<file path="src/rtl/lsu_out_periph.sv">
// lsu_out_periph: LEDR/HEX/LCD output register bank with lane writes, registered read-back and a paced LCD enable pulse
module lsu_out_periph #(
  parameter int LCD_SETUP = 2,
  parameter int LCD_PULSE = 4,
  parameter int LCD_HOLD  = 2
) (
  input  logic        i_clk,
  input  logic        i_rst,
  input  logic [1:0]  i_sel,
  input  logic [12:0] i_addr,
  input  logic        i_req,
  input  logic        i_wr,
  input  logic [1:0]  i_size,
  input  logic [31:0] i_wdata,
  output logic [31:0] o_rdata,
  output logic        o_rvalid,
  output logic        o_stall,
  output logic        o_err,
  output logic [31:0] o_ledr,
  output logic [31:0] o_hex,
  output logic [31:0] o_lcd_data,
  output logic        o_lcd_en
);
  typedef enum logic [1:0] {IDLE, SETUP, PULSE, HOLD} state_t;
  state_t      state_q, state_d;
  logic [7:0]  cnt_q, cnt_d;
  logic [31:0] ledr_q, ledr_d, hex_q, hex_d, lcd_q, lcd_d, rdata_q, rdata_d;
  logic        rvalid_q, rvalid_d, err_q, err_d, lcd_en_q, lcd_en_d;
  logic [1:0]  idx, ofs;
  logic        hit, acc, bad, wr_ok, rd_ok, lcd_go, unused_addr;
  logic [3:0]  be;
  logic [31:0] mask, wd, rsel, rsh;

  assign unused_addr = ^i_addr[12:4];
  assign idx     = i_addr[3:2];
  assign ofs     = i_addr[1:0];
  assign hit     = i_req && i_sel == 2'b01;
  assign o_stall = hit && i_wr && idx == 2'b11 && state_q != IDLE;
  assign acc     = hit && !o_stall;
  assign bad     = i_size == 2'b11 || idx == 2'b01 || (i_size == 2'b01 && ofs[0]) ||
                   (i_size == 2'b10 && ofs != 2'b00);
  assign wr_ok   = acc && i_wr && !bad;
  assign rd_ok   = acc && !i_wr && !bad;
  assign lcd_go  = wr_ok && idx == 2'b11;
  assign be      = i_size == 2'b00 ? 4'b0001 << ofs : i_size == 2'b01 ? (ofs[1] ? 4'b1100 : 4'b0011) : 4'b1111;
  assign mask    = {{8{be[3]}}, {8{be[2]}}, {8{be[1]}}, {8{be[0]}}};
  assign wd      = i_size == 2'b00 ? {4{i_wdata[7:0]}} : i_size == 2'b01 ? {2{i_wdata[15:0]}} : i_wdata;
  assign rsel    = idx == 2'b00 ? ledr_q : idx == 2'b10 ? hex_q : lcd_q;
  assign rsh     = rsel >> {ofs, 3'b000};

  always_comb begin
    ledr_d   = wr_ok && idx == 2'b00 ? (ledr_q & ~mask) | (wd & mask) : ledr_q;
    hex_d    = wr_ok && idx == 2'b10 ? (hex_q & ~mask) | (wd & mask) : hex_q;
    lcd_d    = lcd_go ? (lcd_q & ~mask) | (wd & mask) : lcd_q;
    rdata_d  = !rd_ok ? rdata_q : i_size == 2'b00 ? {24'b0, rsh[7:0]} :
               i_size == 2'b01 ? {16'b0, rsh[15:0]} : rsh;
    rvalid_d = rd_ok;
    err_d    = acc && bad;
  end

  // one down-counter, reloaded on every state entry
  always_comb begin
    state_d = state_q;
    cnt_d   = cnt_q - 8'd1;
    if (state_q == IDLE) begin
      cnt_d = cnt_q;
      if (lcd_go) begin
        state_d = SETUP;
        cnt_d   = 8'(LCD_SETUP - 1);
      end
    end else if (cnt_q == 8'd0) begin
      state_d = state_q == SETUP ? PULSE : state_q == PULSE ? HOLD : IDLE;
      cnt_d   = state_q == SETUP ? 8'(LCD_PULSE - 1) : state_q == PULSE ? 8'(LCD_HOLD - 1) : 8'd0;
    end
    lcd_en_d = state_d == PULSE;
  end

  always_ff @(posedge i_clk or posedge i_rst) begin
    if (i_rst) begin
      state_q  <= IDLE;
      cnt_q    <= '0;
      ledr_q   <= '0;
      hex_q    <= '0;
      lcd_q    <= '0;
      rdata_q  <= '0;
      rvalid_q <= 1'b0;
      err_q    <= 1'b0;
      lcd_en_q <= 1'b0;
    end else begin
      state_q  <= state_d;
      cnt_q    <= cnt_d;
      ledr_q   <= ledr_d;
      hex_q    <= hex_d;
      lcd_q    <= lcd_d;
      rdata_q  <= rdata_d;
      rvalid_q <= rvalid_d;
      err_q    <= err_d;
      lcd_en_q <= lcd_en_d;
    end
  end

  assign o_rdata    = rdata_q;
  assign o_rvalid   = rvalid_q;
  assign o_err      = err_q;
  assign o_ledr     = ledr_q;
  assign o_hex      = hex_q;
  assign o_lcd_data = lcd_q;
  assign o_lcd_en   = lcd_en_q;
endmodule
</file>
<file path="config.mk">
export PLATFORM = sky130hd
export DESIGN_NAME = lsu_out_periph
export DESIGN_NICKNAME = d
export VERILOG_FILES = /design/src/rtl/lsu_out_periph.sv
export SDC_FILE = /design/constraint.sdc
export NUM_CORES = 1
export LEC_CHECK = 0
export ABC_AREA = 1
export CAP_MARGIN = 20
export CORE_UTILIZATION = 40
export DETAILED_ROUTE_END_ITERATION = 12
export PLACE_DENSITY = 0.72
export REMOVE_ABC_BUFFERS = 1
export SLEW_MARGIN = 0
export SYNTH_ARGS = -nofsm -noshare
export SYNTH_HDL_FRONTEND = slang
export SYNTH_SLANG_ARGS = --single-unit
export TNS_END_PERCENT = 10
</file>
<file path="constraint.sdc">
create_clock -name i_clk -period 8.4 [get_ports i_clk]
set_input_delay 0.84 -clock i_clk [delete_from_list [all_inputs] [get_ports i_clk]]
set_output_delay 0.84 -clock i_clk [all_outputs]
set_load 0.02 [all_outputs]
</file>
# After elaboration in Yosys (flattened, before gate mapping)
# Cells that the tools add are included.
# Widths: inputs -> output; s select.
[word_totals]
input_bits = 53
word_cells = 77
out_inout_bits = 132
reg_bits = 141
[op_classes]
n_bitwise = 8
eq_ne = 11
reduce_logical = 27
shift = 2
add_sub_neg = 1
n_mux = 19
[ops]
columns = ["operator", "n"]
rows = [
  ["$mux 32", 6],
  ["$and 32x32->32", 4],
  ["$or 32x32->32", 3],
  ["$not 32->32", 1],
  ["$shr 32x5->32", 1],
  ["$mux 8", 3],
  ["$logic_and 1x1->1", 15],
  ["$eq 2x2->1 const B", 6],
  ["$mux 2", 6],
  ["$mux 4", 3],
  ["$eq 2x1->1 const B", 4],
  ["$logic_not 8->1", 1],
  ["$sub 8x1->8 const B", 1],
  ["$logic_not 2->1", 3],
  ["$reduce_bool 2->1", 2],
  ["$shl 1x2->4 const A", 1],
  ["$logic_not 1->1", 3],
  ["$logic_or 1x1->1", 3],
  ["$ne 2x2->1 const B", 1],
  ["$mux 1", 1],
]

# Longest topological paths before layout
# Gate-level depths: netlist (run 1).
[depth]
depth_word = 13
depth_mapped = 12
mapped_depth_nobuf = 11

# Worst setup path after synthesis (run 1)
# Ideal clock, no wire load.
[synth_path]
path_type = "in2out"
startpoint = "input i_addr[2]"
endpoint = "output o_stall"
cell_stages = 5
t_arrival_ns = 1.463
setup_slack_ns = 6.097
t_required_ns = 7.560
path_cell_list = "buf_2 -> nand2_1 -> inv_1 -> nand2_1 -> nor2_1"
[synth_between]
elab_chain_cells = 3
[synth_lines]
columns = ["element", "line", "text"]
rows = [
  ["start, declared", "10", "input logic [12:0] i_addr,"],
  ["$eq 2x2->1", "38", "assign o_stall = hit && i_wr && idx == 2'b11 && state_q != IDLE;"],
  ["$logic_and 1x1->1 (2 in a row)", "38", ""],
  ["end, declared", "17", "output logic o_stall,"],
]
# Every way passes these cells.

# Worst setup path in the final report (run 1)
# Same ends and word-level chain as after synthesis.

==> results.py, run 1 <==
metrics = {
    "clock_network": {
        "cts_setup_buffers": 0,
        "cts.reportedPaths.clkPinSlew_ns": 0.05,
        "htreeDepth": 4,
        "cts_made_buffers": 17,
        "insertion_delay_ns": 0.43,
        "tritoncts": "done",
        "clockBufferDepth": 2,
        "cts-root-buf": "clkbuf_16",
        "hold_buffers": 0,
        "cts_num_sinks": 141,
        "cts_resized": 0,
    },
    "final_layout": {
        "antenna_cells": 0,
        "synthToLayoutAreaGrowth_pct": 35.28,
        "final-instance-count-excl-fill": 1389,
        "design_area_sq_um": 9811,
        "nFillCells": 1649,
        "multiInputGateArea_sq_um": 3357,
        "drive_gt1_share_pct": 4.639,
        "nets": 1209,
        "regArea_sq_um": 3528,
    },
    "global_route": {
        "grt_pass1_vias": 6976,
        "grt_usage_pct": 27.42,
        "grt_remaining_overflow": 0,
        "antenna_found_initial": 0,
        "grt_pass1_wl_mm": 38.41,
        "grt_max_degree": 94,
    },
    "route": {
        "initialDrtViolationCount": 509,
        "via_count": 7506,
        "drc": 0,
        "wl_per_cell_microns": 17.71,
        "drt_wl_total_mm": 24.60,
        "detail_route.vias_per_cell": 5.404,
        "drt.antenna.violating_nets": 0,
        "first_pass_iters": 5,
    },
    "timing": {
        "rsz0062_at_grt": "no",
        "finClkSkew_ns": 0.009815,
        "hold-worst-slack_ns": 0.4822,
        "clock.fmax_mhz": 277.0,
        "setup_ws_ns": 4.790,
        "report.final.setup_viol": 0,
        "final.setup.tns_ns": 0,
        "period_share_pct": 42.97,
        "drv_slew": 0,
        "hold_viol": 0,
        "maxSlewHeadroom_pct": 42.90,
        "max_slew.worst_pin.slew_ns": 0.8565,
        "post-route-min-period_ns": 3.610,
    },
    "synth": {
        "synth_top_area_share_pct": 48.65,
        "synthTopCellsByArea": "dfrtp_1, nand2_1, nand4_1",
        "ys_seq_area_share_pct": 48.65,
        "ys.flop_type": "dfrtp_1",
        "synth-edff-count": 0,
        "synth_cell_types": 24,
        "ys_ff_latch": 141,
        "yosysTopAreaCell": "dfrtp_1",
        "synthArstFlopShare_pct": 100.0,
        "synth_warnings": 0,
        "netlist_area_sq_um": 7252,
        "syn_inst": 999,
        "avgSynthCellArea_sq_um": 7.259,
    },
    "setup_path": {
        "path_class": "in2out",
        "cp.arrival_ns": 2.77,
        "r2r_start": "state_q[0]$_DFF_PP0_",
        "startpoint": "i_addr[2]",
        "end_kind": "output port",
        "start_kind": "input pin",
        "critPathRequiredTime_ns": 7.56,
        "path_max_fanout": 36,
    },
    "pwr": {
        "cellPowerDensity_nw_per_um2": 194.7,
        "p_leak_nw": 4.901,
        "ir_drop_uv": 148.9,
    },
    "die": {
        "initial_core_util_pct": 41.49,
        "rows": 48,
        "die_h_microns": 136.6,
        "die_area_sq_um": 18670,
        "placeableCoreArea_sq_um": 17480,
        "die_w_microns": 136.6,
        "io_pins": 185,
    },
    "placed_design": {
        "place_hpwl_mm": 16.78,
        "pre_cts_ws_ns": 4.573,
        "dpl_cell_area_sq_um": 9145,
        "place_congestion": 0.8346,
        "post-place-cells": 1358,
        "port_buffers": 175,
    },
    "flow_run": {
        "drv_cap": 0,
    },
    "min_path": {
        "hold_class": "reg2reg",
        "hp-start": "o_rdata[5]$_DFFE_PP0P_",
    },
    "outcome": {
        "status": "finished, final reports clean",
    },
}
==> stage by stage <==
step | power (W) | utilization (%)
3_5_place_dp | 0.001069 | 52.33
4_1_cts | 0.001917 | 56.14
6_report | 0.001910 | 56.14
2_1_floorplan | 0.0009028 | -
5_1_grt | 0.001973 | 56.14
3_3_place_gp | 0.001065 | 52.33
==> cell usage in the layout, fill, tap and decap left out, drive strengths merged <==
master and count:
nand2 518, clkdlybuf4s50 175, dfrtp 141, nand4 74, nand3 70, o21ai 59
inv 41, nor2 24, clkbuf 21, buf 9, bufinv 5, o22ai 4
a21oi 4, ha 4, clkinvlp 4, o211ai 3, xor2 3, nor3 2
xnor2 1, o21bai 1, clkinv 1
==> synth_stat cells, types with 2 or more instances <==
library cell,number
inv_2,4
nor2_2,5
nand2_1,518
a21oi_1,4
o22ai_1,4
o21ai_0,58
ha_1,4
nor2_1,19
buf_1,2
buf_2,5
nand3_1,70
clkbuf_1,35
buf_4,7
xor2_1,3
inv_1,37
dfrtp_1,141
o211ai_1,3
nand4_1,74
==> area by class of cell <==
cell class,count,share of cell area (%)
Inverter,41,1.620
Clock buffer,21,4.897
Sequential cell,141,35.96
Tap cell,225,2.870
Clock inverter,10,1.888
Multi-Input combinational cell,767,34.22
Timing Repair Buffer,184,18.54
==> report_power, final <==
group	leakage [nW]	switching [W]	internal, W	total, W
clock	0.313	0.000295	0.000556	0.000851
combinational	2.68	0.000188	0.000117	0.000305
sequential	1.91	0.0000355	0.000718	0.000754
total	4.90	0.000519	0.00139	0.00191
==> final timing paths <==
path                                           to  slack (ns)  cells after the start
setup / recovery                          o_stall        4.79                      7
hold / removal             o_rdata[5]$_DFFE_PP0P_        0.48                      2
setup reg to reg                             flop        5.39                     10
hold reg to reg            o_rdata[5]$_DFFE_PP0P_        0.48                      2
max in group asynchronous               async pin        6.25                      3
min in group asynchronous    cnt_q[3]$_DFFE_PP0P_        0.96                      2
==> critical path: stages <==
cell and delay (ns):
clkdlybuf4s50_1 0.45, buf_4 0.44, nand2_1 0.10, inv_1 0.09, nand2_1 0.09, nor2_1 0.12
clkdlybuf4s50_1 0.61
==> cells by family (layout without fill, tap and decap cells) <==
group / after synthesis / count (layout) / share of synthesized area (%)
AOI/OAI and AO/OA: 71 / 71 / 5.107
xor gates and xnor gates: 4 / 4 / 0.4832
adders and majority gates: 4 / 4 / 0.6902
buffers and inverters: 91 / 256 / 5.262
DFF: 141 / 141 / 48.65
and+or+nand+nor: 688 / 688 / 39.80
==> layer usage <==
| metal | vias up | wire, microns | GRT usage [%] |
|---|---|---|---|
| met5 | - | 0 | 0 |
| met4 | 0 | 747 | 10.56 |
| li1 | 3556 | - | - |
| met1 | 3532 | 10400 | 37.91 |
| met2 | 368 | 11290 | 41.65 |
| met3 | 50 | 2152 | 6.222 |
(Power assumes the default switching activity.)
==> run 2, diff against run 1 <==
clock period = 3.6 ns   (was 8.4 ns; I/O delays follow)
==> run 2 against run 1 <==
Against the previous run: die area unchanged; register-to-register slack got worse by 4.4 ns; total power increased by 120%; combinational power increased by 140%; critical path depth decreased by 1; core utilization increased by 0.30 points; sequential power increased by 130%; wire length increased by 0.92%; sequential share of layout area decreased by 0.19 points; critical path type unchanged; highest routed layer unchanged.
==> results.py, run 2 (synthesized netlist as in run 1, its figures left out) <==
metrics = {
    "global_route": {
        "grt_usage_pct": 27.68,
        "grt_pass1_wl_mm": 38.62,
        "grt_max_degree": 73,
        "grt_pass1_vias": 7089,
        "antenna_found_initial": 0,
        "grt_remaining_overflow": 0,
    },
    "placed_design": {
        "post-place-cells": 1371,
        "dpl_cell_area_sq_um": 9280,
        "place_hpwl_mm": 17.52,
        "place_congestion": 0.8825,
        "port_buffers": 175,
    },
    "setup_path": {
        "path_class": "in2out",
        "r2r_cells": 11,
        "cp_cell_sequence": "clkdlybuf4s50_1 -> nand2_1 -> inv_1 -> nand2_1 -> nor2_1 -> clkdlybuf4s50_1",
        "r2r_start": "state_q[0]$_DFF_PP0_",
        "end_kind": "output port",
        "endpoint": "o_stall",
        "critPathRequiredTime_ns": 3.24,
        "start_kind": "input pin",
        "path_max_fanout": 12,
        "cp.arrival_ns": 2.37,
        "startpoint": "i_addr[2]",
        "cpPeakStageDelay_ns": 0.96,
        "cp_slowest_cell": "clkdlybuf4s50_1",
        "rrSetupSlack_ns": 0.95,
    },
    "clock_network": {
        "cts_resized": 0,
        "cts.reportedPaths.clkPinSlew_ns": 0.06,
        "cts_made_buffers": 17,
        "clockBufferDepth": 2,
        "cts_setup_buffers": 0,
        "insertion_delay_ns": 0.43,
        "cts_num_sinks": 141,
        "tritoncts": "done",
        "hold_buffers": 0,
        "htreeDepth": 4,
        "cts-root-buf": "clkbuf_16",
    },
    "final_layout": {
        "antenna_cells": 0,
        "regArea_sq_um": 3528,
        "final-instance-count-excl-fill": 1403,
        "final_common_cell": "nand2_1",
        "multiInputGateArea_sq_um": 3357,
        "nFillCells": 1643,
        "nets": 1222,
        "final_cell_mix": "nand2_1, clkdlybuf4s50_1, dfrtp_1",
        "drive_gt1_share_pct": 5.688,
        "synthToLayoutAreaGrowth_pct": 36.01,
        "design_area_sq_um": 9863,
    },
    "flow_run": {
        "drv_cap": 0,
    },
    "pwr": {
        "ir_drop_uv": 353.3,
        "p_leak_nw": 4.942,
        "cellPowerDensity_nw_per_um2": 427.0,
        "power_w": 0.004211,
    },
    "route": {
        "wl_per_cell_microns": 17.69,
        "via_count": 7615,
        "detail_route.vias_per_cell": 5.428,
        "initialDrtViolationCount": 721,
        "first_pass_iters": 5,
        "drc": 0,
        "drt_wl_total_mm": 24.82,
        "drt.antenna.violating_nets": 0,
    },
    "die": {
        "die_area_sq_um": 18670,
        "placeableCoreArea_sq_um": 17480,
        "die_w_microns": 136.6,
        "initial_core_util_pct": 41.49,
        "die_h_microns": 136.6,
        "io_pins": 185,
        "rows": 48,
    },
    "timing": {
        "max_slew.worst_pin.slew_ns": 0.7684,
        "drv_slew": 0,
        "hold_viol": 0,
        "post-route-min-period_ns": 2.734,
        "finClkSkew_ns": 0.005855,
        "period_share_pct": 75.94,
        "clock.fmax_mhz": 365.8,
        "maxSlewHeadroom_pct": 48.61,
        "report.final.setup_viol": 0,
        "rsz0062_at_grt": "no",
    },
    "min_path": {
        "hold_class": "in2async",
    },
    "outcome": {
        "status": "finished, final reports clean",
    },
}
-- run 2: changes by cell type in the layout (fill, tap and decap cells not counted), sizes merged --
cell and change:
buf +13, clkinvlp -1, clkbuf +2, bufinv -4, clkinv +4
-- run 2: layout make-up --
class | count | share of cell area (%)
timing repair buffer | 197 | 19.81
clock buffer | 23 | 5.049
tap | 225 | 2.854
sequential | 141 | 35.77
multi-input combinational | 767 | 34.04
inverter | 41 | 1.611
clock inverter | 9 | 0.8626
-- run 2: where the power goes --
group / leakage [nW] / total, W / internal (W) / switching [W]
Combinational: 2.75 / 0.000731 / 0.000286 / 0.000446
Clock: 0.281 / 0.00172 / 0.00104 / 0.000681
Sequential: 1.91 / 0.00176 / 0.00168 / 0.0000837
Total: 4.94 / 0.00421 / 0.00300 / 0.00121
-- run 2: layer usage --
metal / vias to the layer above / GRT usage, % / routed length [microns]
met2: 394 / 42.81 / 11630
met4: 0 / 8.704 / 546
met5: - / 0 / 0
li1: 3581 / - / -
met1: 3603 / 38.76 / 10420
met3: 37 / 5.667 / 2225
-- run 2: how the worst min path moves through the flow --
| stage | to | from | slack [ns] |
|---|---|---|---|
| after floorplan | flop | i_wdata[0] | 0.48 |
| after global placement | o_rdata[0]$_DFFE_PP0P_ | o_rdata[0]$_DFFE_PP0P_ | 0.47 |
| after detailed placement | o_rdata[2]$_DFFE_PP0P_ | o_rdata[2]$_DFFE_PP0P_ | 0.47 |
| after CTS | cnt_q[3]$_DFFE_PP0P_ | i_rst | 0.43 |
| after global routing | o_lcd_en$_DFF_PP0_ | i_rst | 0.47 |
| final | cnt_q[3]$_DFFE_PP0P_ | i_rst | 0.40 |
-- run 2: through the flow --
| step | setup WS [ns] | hold WS [ns] | util, % | TNS, ns |
|---|---|---|---|---|
| after floorplan | -0.5412 | 0.4779 | - | -76.31 |
| after global placement | 0.5710 | 0.4654 | 53.10 | 0 |
| after detailed placement | 0.5750 | 0.4703 | 53.10 | 0 |
| after CTS | 0.9041 | 0.4271 | 56.44 | 0 |
| after global routing | 0.7480 | 0.4671 | 56.44 | 0 |
| final | 0.8661 | 0.4016 | 56.44 | 0 |
-- run 2: worst max-delay path: cells and delay by family --
kind	cells	cell delay, ns
simple gates	3	0.33
buf+inv	3	1.67
